--- config.mk ---
export PLATFORM = sky130hd
export DESIGN_NAME = alu_rs_scheduler
export DESIGN_NICKNAME = d
export VERILOG_FILES = /design/src/rtl/alu_rs_scheduler.sv
export SDC_FILE = /design/constraint.sdc
export NUM_CORES = 2
export LEC_CHECK = 0
export CORE_MARGIN = 2
export CORE_UTILIZATION = 45
export DETAILED_ROUTE_END_ITERATION = 10
export GPL_ROUTABILITY_DRIVEN = 0
export PLACE_DENSITY = 0.67
export SLEW_MARGIN = 20
export SYNTH_ARGS = -nofsm -noshare
export SYNTH_HDL_FRONTEND = slang
export SYNTH_SLANG_ARGS = --single-unit
--- constraint.sdc ---
create_clock -name clk_in -period 23.3 [get_ports clk_in]
set_input_delay 6.99 -clock clk_in [delete_from_list [all_inputs] [get_ports clk_in]]
set_output_delay 6.99 -clock clk_in [all_outputs]
set_load 0.1 [all_outputs]
--- src/rtl/alu_rs_scheduler.sv ---
// Reservation station for the shared integer ALU: tracks operand tags, wakes
// operands from the CDB, issues one ready entry per cycle and broadcasts results.
module alu_rs_scheduler #(
    parameter int RS_WIDTH  = 2,
    parameter int ROB_WIDTH = 4
) (
    input  logic                 clk_in,
    input  logic                 rst_in,
    input  logic                 rdy_in,
    input  logic                 clear,
    input  logic                 disp_valid,
    input  logic [3:0]           disp_op,
    input  logic [31:0]          disp_vj,
    input  logic [31:0]          disp_vk,
    input  logic                 disp_qj_busy,
    input  logic                 disp_qk_busy,
    input  logic [ROB_WIDTH-1:0] disp_qj,
    input  logic [ROB_WIDTH-1:0] disp_qk,
    input  logic [ROB_WIDTH-1:0] disp_rob,
    output logic                 rs_full,
    input  logic                 cdb_valid,
    input  logic [ROB_WIDTH-1:0] cdb_rob,
    input  logic [31:0]          cdb_value,
    output logic                 alu_cal,
    output logic [31:0]          alu_a,
    output logic [31:0]          alu_b,
    output logic [3:0]           alu_op,
    output logic [RS_WIDTH-1:0]  alu_index,
    input  logic                 alu_done,
    input  logic [RS_WIDTH-1:0]  alu_done_idx,
    input  logic [31:0]          alu_result,
    output logic                 out_valid,
    output logic [ROB_WIDTH-1:0] out_rob,
    output logic [31:0]          out_value
);
    localparam int unsigned RS_SIZE = 1 << RS_WIDTH;

    typedef enum logic [1:0] {ENT_FREE, ENT_WAIT, ENT_READY, ENT_ISSUED} ent_state_t;

    ent_state_t           state_q   [RS_SIZE];
    ent_state_t           state_d   [RS_SIZE];
    logic [3:0]           op_q      [RS_SIZE];
    logic [3:0]           op_d      [RS_SIZE];
    logic [31:0]          vj_q      [RS_SIZE];
    logic [31:0]          vj_d      [RS_SIZE];
    logic [31:0]          vk_q      [RS_SIZE];
    logic [31:0]          vk_d      [RS_SIZE];
    logic                 qj_busy_q [RS_SIZE];
    logic                 qj_busy_d [RS_SIZE];
    logic                 qk_busy_q [RS_SIZE];
    logic                 qk_busy_d [RS_SIZE];
    logic [ROB_WIDTH-1:0] qj_q      [RS_SIZE];
    logic [ROB_WIDTH-1:0] qj_d      [RS_SIZE];
    logic [ROB_WIDTH-1:0] qk_q      [RS_SIZE];
    logic [ROB_WIDTH-1:0] qk_d      [RS_SIZE];
    logic [ROB_WIDTH-1:0] rob_q     [RS_SIZE];
    logic [ROB_WIDTH-1:0] rob_d     [RS_SIZE];

    logic                 rs_full_d, alu_cal_d, out_valid_d;
    logic [31:0]          alu_a_d, alu_b_d, out_value_d;
    logic [3:0]           alu_op_d;
    logic [RS_WIDTH-1:0]  alu_index_d, free_idx, ready_idx;
    logic [ROB_WIDTH-1:0] out_rob_d;
    logic                 free_found, ready_found, full_next;

    always_comb begin
        state_d     = state_q;
        op_d        = op_q;
        vj_d        = vj_q;
        vk_d        = vk_q;
        qj_busy_d   = qj_busy_q;
        qk_busy_d   = qk_busy_q;
        qj_d        = qj_q;
        qk_d        = qk_q;
        rob_d       = rob_q;
        rs_full_d   = rs_full;
        alu_cal_d   = 1'b0;
        alu_a_d     = alu_a;
        alu_b_d     = alu_b;
        alu_op_d    = alu_op;
        alu_index_d = alu_index;
        out_valid_d = 1'b0;
        out_rob_d   = out_rob;
        out_value_d = out_value;
        free_found  = 1'b0;
        free_idx    = '0;
        ready_found = 1'b0;
        ready_idx   = '0;
        full_next   = 1'b1;

        // Dispatch and issue both select from the state at the edge, so an entry
        // freed or readied this cycle is only visible to them next cycle.
        for (int unsigned i = 0; i < RS_SIZE; i++) begin
            if (!free_found && state_q[i] == ENT_FREE) begin
                free_found = 1'b1;
                free_idx   = RS_WIDTH'(i);
            end
            if (!ready_found && state_q[i] == ENT_READY) begin
                ready_found = 1'b1;
                ready_idx   = RS_WIDTH'(i);
            end
        end

        if (clear) begin
            for (int unsigned i = 0; i < RS_SIZE; i++) state_d[i] = ENT_FREE;
            rs_full_d = 1'b0;
        end else begin
            for (int unsigned i = 0; i < RS_SIZE; i++) begin
                if (state_q[i] == ENT_WAIT) begin
                    if (cdb_valid && qj_busy_q[i] && qj_q[i] == cdb_rob) begin
                        vj_d[i]      = cdb_value;
                        qj_busy_d[i] = 1'b0;
                    end
                    if (cdb_valid && qk_busy_q[i] && qk_q[i] == cdb_rob) begin
                        vk_d[i]      = cdb_value;
                        qk_busy_d[i] = 1'b0;
                    end
                    if (!qj_busy_d[i] && !qk_busy_d[i]) state_d[i] = ENT_READY;
                end
            end

            if (ready_found) begin
                state_d[ready_idx] = ENT_ISSUED;
                alu_cal_d          = 1'b1;
                alu_a_d            = vj_q[ready_idx];
                alu_b_d            = vk_q[ready_idx];
                alu_op_d           = op_q[ready_idx];
                alu_index_d        = ready_idx;
            end

            if (alu_done && state_q[alu_done_idx] == ENT_ISSUED) begin
                state_d[alu_done_idx] = ENT_FREE;
                out_valid_d           = 1'b1;
                out_rob_d             = rob_q[alu_done_idx];
                out_value_d           = alu_result;
            end

            if (disp_valid && !rs_full && free_found) begin
                op_d[free_idx]      = disp_op;
                rob_d[free_idx]     = disp_rob;
                qj_d[free_idx]      = disp_qj;
                qk_d[free_idx]      = disp_qk;
                vj_d[free_idx]      = disp_vj;
                vk_d[free_idx]      = disp_vk;
                qj_busy_d[free_idx] = disp_qj_busy;
                qk_busy_d[free_idx] = disp_qk_busy;
                if (disp_qj_busy && cdb_valid && disp_qj == cdb_rob) begin
                    vj_d[free_idx]      = cdb_value;
                    qj_busy_d[free_idx] = 1'b0;
                end
                if (disp_qk_busy && cdb_valid && disp_qk == cdb_rob) begin
                    vk_d[free_idx]      = cdb_value;
                    qk_busy_d[free_idx] = 1'b0;
                end
                state_d[free_idx] = (qj_busy_d[free_idx] || qk_busy_d[free_idx]) ? ENT_WAIT : ENT_READY;
            end

            for (int unsigned i = 0; i < RS_SIZE; i++) begin
                if (state_d[i] == ENT_FREE) full_next = 1'b0;
            end
            rs_full_d = full_next;
        end
    end

    always_ff @(posedge clk_in or posedge rst_in) begin
        if (rst_in) begin
            for (int unsigned i = 0; i < RS_SIZE; i++) begin
                state_q[i]   <= ENT_FREE;
                op_q[i]      <= '0;
                vj_q[i]      <= '0;
                vk_q[i]      <= '0;
                qj_busy_q[i] <= 1'b0;
                qk_busy_q[i] <= 1'b0;
                qj_q[i]      <= '0;
                qk_q[i]      <= '0;
                rob_q[i]     <= '0;
            end
            rs_full   <= 1'b0;
            alu_cal   <= 1'b0;
            alu_a     <= '0;
            alu_b     <= '0;
            alu_op    <= '0;
            alu_index <= '0;
            out_valid <= 1'b0;
            out_rob   <= '0;
            out_value <= '0;
        end else if (rdy_in) begin
            state_q   <= state_d;
            op_q      <= op_d;
            vj_q      <= vj_d;
            vk_q      <= vk_d;
            qj_busy_q <= qj_busy_d;
            qk_busy_q <= qk_busy_d;
            qj_q      <= qj_d;
            qk_q      <= qk_d;
            rob_q     <= rob_d;
            rs_full   <= rs_full_d;
            alu_cal   <= alu_cal_d;
            alu_a     <= alu_a_d;
            alu_b     <= alu_b_d;
            alu_op    <= alu_op_d;
            alu_index <= alu_index_d;
            out_valid <= out_valid_d;
            out_rob   <= out_rob_d;
            out_value <= out_value_d;
        end
    end
endmodule
==> summary.md <==
| Metric | Value |
|---|---|
| Setup CP Type | `in -> reg` |
| Final period utilization | `0.440` |
| Post-Synthesis Net Count | `2405` |
| Largest family of logic cells by synthesized area | `compound AO/OA/AOI/OAI gates` |
| Clock buffer depth | `3` |
| Buffers on Ports | `267` |
| Total number of vias | `20600` |
| FP Rows | `82` |
| Leak | `11.7 nW` |
| Worst skew pair latency | `0.60 ns` |
| Ys flop type | `dfrtp_1` |
| XOR/XNOR Fraction of Synth Area | `0.0129` |
| Synth top area share | `0.484` |
| Inst Count DP | `2957` |
| Non-filler cells in the finished layout | `3050` |
| Pwr Total | `3.59 mW` |
| Register area share after synthesis | `0.484` |
| Post-DP HPWL | `47.9 mm` |
| Largest net degree at the start of global routing | `101` |
| RSZ-0062 raised after global routing | `no` |
| DP Area | `0.0258 mm²` |
| Final Util | `0.547` |
| CP max stage delay | `0.93 ns` |
| Setup crit start kind | `input pin` |
| Number of global-route vias before repair | `20800` |
| Share of cells above drive strength 1 | `0.107` |
| Post-synth top area cell | `dfrtp_1` |
| Die area | `0.0530 mm²` |
| Antenna-violating nets left | `0` |
| Die W | `230 µm` |
| Largest cells by area after synthesis | `dfrtp_1 48%, a221o_1 11%, nand2_1 7.4%, a221oi_1 4.4%, and3_1 4.4%` |
| Adder-cell share of the synthesized area | `0` |
| Max Cap Violations | `0` |
| Worst Tran Pin Value | `1.13 ns` |
| PwrDens | `130 mW/mm²` |
| Hold crit path type | `reg -> reg` |
| Cell area after synthesis | `0.0230 mm²` |
| CTS Hold Bufs | `0` |
| Max transition margin | `0.244` |
| Clock skew | `0.0169 ns` |
| Multiplexer share of the synthesized area | `0.0381` |
| Fillers | `4344` |
| Post-CTS Setup Bufs | `0` |
| Cell count after synthesis | `2246` |
| CP max stage cell | `nor2b_2` |
| Yosys reg bits | `445` |
| Layout Nets | `2496` |
| Number of H-tree levels | `2` |
| WP data required | `23.83 ns` |
| Fin crit period | `10.25 ns` |
| Setup WS post-layout | `13.05 ns` |
| Endpoints failing setup | `0` |
| Vias per cell | `6.76` |
| Pre-CTS WS | `12.50 ns` |
| Synth Area in Compound Gates | `0.270` |
| WL final | `81.9 mm` |
| Fmax | `0.0976 GHz` |
| Initial DRC count | `2421` |
| Initial antenna violation count | `3` |
| CTS clk-pin slew, worst paths | `0.06 ns` |
| Critical path cell sequence | `clkdlybuf4s50_1, nor2b_2, nand3_2, buf_4, nor2_2, buf_4, a221o_1` |
| Worst Path Arrival | `10.78 ns` |
| Yosys cell types | `62` |
| Avg Inst Size Synth | `10.3 µm²` |
| Final Hold Fails | `0` |
| Root buf cell | `clkbuf_16` |
| Fin. max-slew vios | `0` |
| TritonCTS Buffers | `49` |
| Initial Utilization | `0.457` |
| Drt wl/cell | `26.9 µm` |
| Post-CTS sizing | `0` |
| Gr usage total | `0.305` |
| CTS tree | `done` |
| Hold_ws | `0.479 ns` |
| Outcome | `complete, no violations` |
| Die height | `230 µm` |
| Fin area | `0.0276 mm²` |
| Grt total ovfl | `0` |
| Cell mode on critical path | `buf_4` |
| Setup_tns | `0 ns` |
| Simple-Gate Fraction of Synth Area | `0.141` |
| P&R area growth vs syn | `19.8%` |
| EDFF count, synth | `0` |
| Kind of end point of the critical path | `register` |
| CP Max Fanout | `46` |
| Io pins | `268` |
| Residual DRC | `0` |
| Core Area | `0.0504 mm²` |
| Global-route wire length before repair | `126 mm` |
| Router iterations before antenna repair | `9` |
| Async set-reset flop share out of synthesis | `1.00` |
| Clock Sinks | `445` |
| Peak supply drop | `75.5 µV` |
| Synthesis Warnings | `0` |
-- cell families (layout without fill, tap and decap cells) --
group / count (synthesis) / after routing
AND/OR/NAND/NOR: 704 / 704
multiplexers: 74 / 74
flip-flops: 445 / 445
XOR/XNOR: 34 / 34
buffers and inverters: 288 / 419
other: 0 / 1
AO/OA/AOI/OAI: 701 / 701
-- synth_stat cells, drive strengths merged, types with 9 or more instances --
cell type and instances:
a211o 59, a21boi 34, a21oi 19, a221o 255, a221oi 131, a22o 72
a31oi 61, and3 161, buf 103, clkbuf 166, dfrtp 445, inv 19
mux2 70, nand2 456, nand3 15, nor2 16, nor2b 14, nor3 9
o21ai 36, xnor2 12, xor2 22
-- routing by layer --
metal	routed length (µm)	global-route usage	up-vias
met1	32600	0.406	10400
met3	7510	0.0583	213
met4	3050	0.131	4
li1	-	-	8774
met2	38800	0.486	1238
met5	15	0	-
-- final cells by class --
| class | instances | area [µm²] | share of cell area |
|---|---|---|---|
| Multi-Input combinational cell | 1513 | 10800 | 0.391 |
| Sequential cell | 445 | 11100 | 0.404 |
| Clock buffer | 75 | 1510 | 0.0546 |
| Timing Repair Buffer | 309 | 3010 | 0.109 |
| Antenna cell | 1 | 2.50 | 0.0000907 |
| Clock inverter | 16 | 216 | 0.00785 |
| Inverter | 19 | 78.8 | 0.00286 |
| Tap cell | 672 | 841 | 0.0305 |
-- where the power goes --
part	switching (mW)	internal [mW]	total, mW
logic	0.971	0.512	1.48
registers	0.199	1.08	1.28
clock network	0.330	0.500	0.830
-- path summary, 6_finish.rpt --
path / from / to / slack, ns / cells after the start
max in group asynchronous: rst_in / alu_a[14] / 14.25 / 4
min in group asynchronous: rst_in / out_value[12] / 6.90 / 2
max reg2reg: state_q[6] / alu_a[11] / 19.10 / 7
min: op_q[12] / op_q[12] / 0.48 / 2
min reg2reg: op_q[12] / op_q[12] / 0.48 / 2
max: rdy_in / vj_q[104] / 13.05 / 7
-- layout by cell type (no fill, tap or decap), types with 7 or more instances in the layout --
cell and instances:
xnor2_1 12, clkbuf_16 51, a22o_1 72, clkbuf_8 14, nand2_1 453, and3_1 161, clkbuf_1 10, a21oi_1 18
buf_4 40, clkdlybuf4s50_1 267, xor2_1 22, o21ai_0 27, mux2_2 70, dfrtp_1 445, nand3_1 12, a221oi_2 15
a221oi_1 116, a221o_1 255, nor2_1 12, a211o_1 59, a21boi_0 33, clkinv_2 8, inv_1 17, a31oi_1 61
nor2b_1 13, o21ai_2 7
-- registers in the layout, indices dropped and copies added, names as in the netlist, 8 cells and up --
signal     flops
alu_a         32
alu_b         32
op_q          16
out_value     32
qj_q          16
qk_q          16
rob_q         16
state_q        8
vj_q         128
vk_q         128
-- critical path: cells and delay by family --
| kind | cells | cell delay [ns] |
|---|---|---|
| AND/OR/NAND/NOR | 3 | 1.98 |
| buffers and inverters | 3 | 1.57 |
| AO/OA/AOI/OAI | 1 | 0.20 |
No activity file was read; power rests on OpenSTA's default activity.
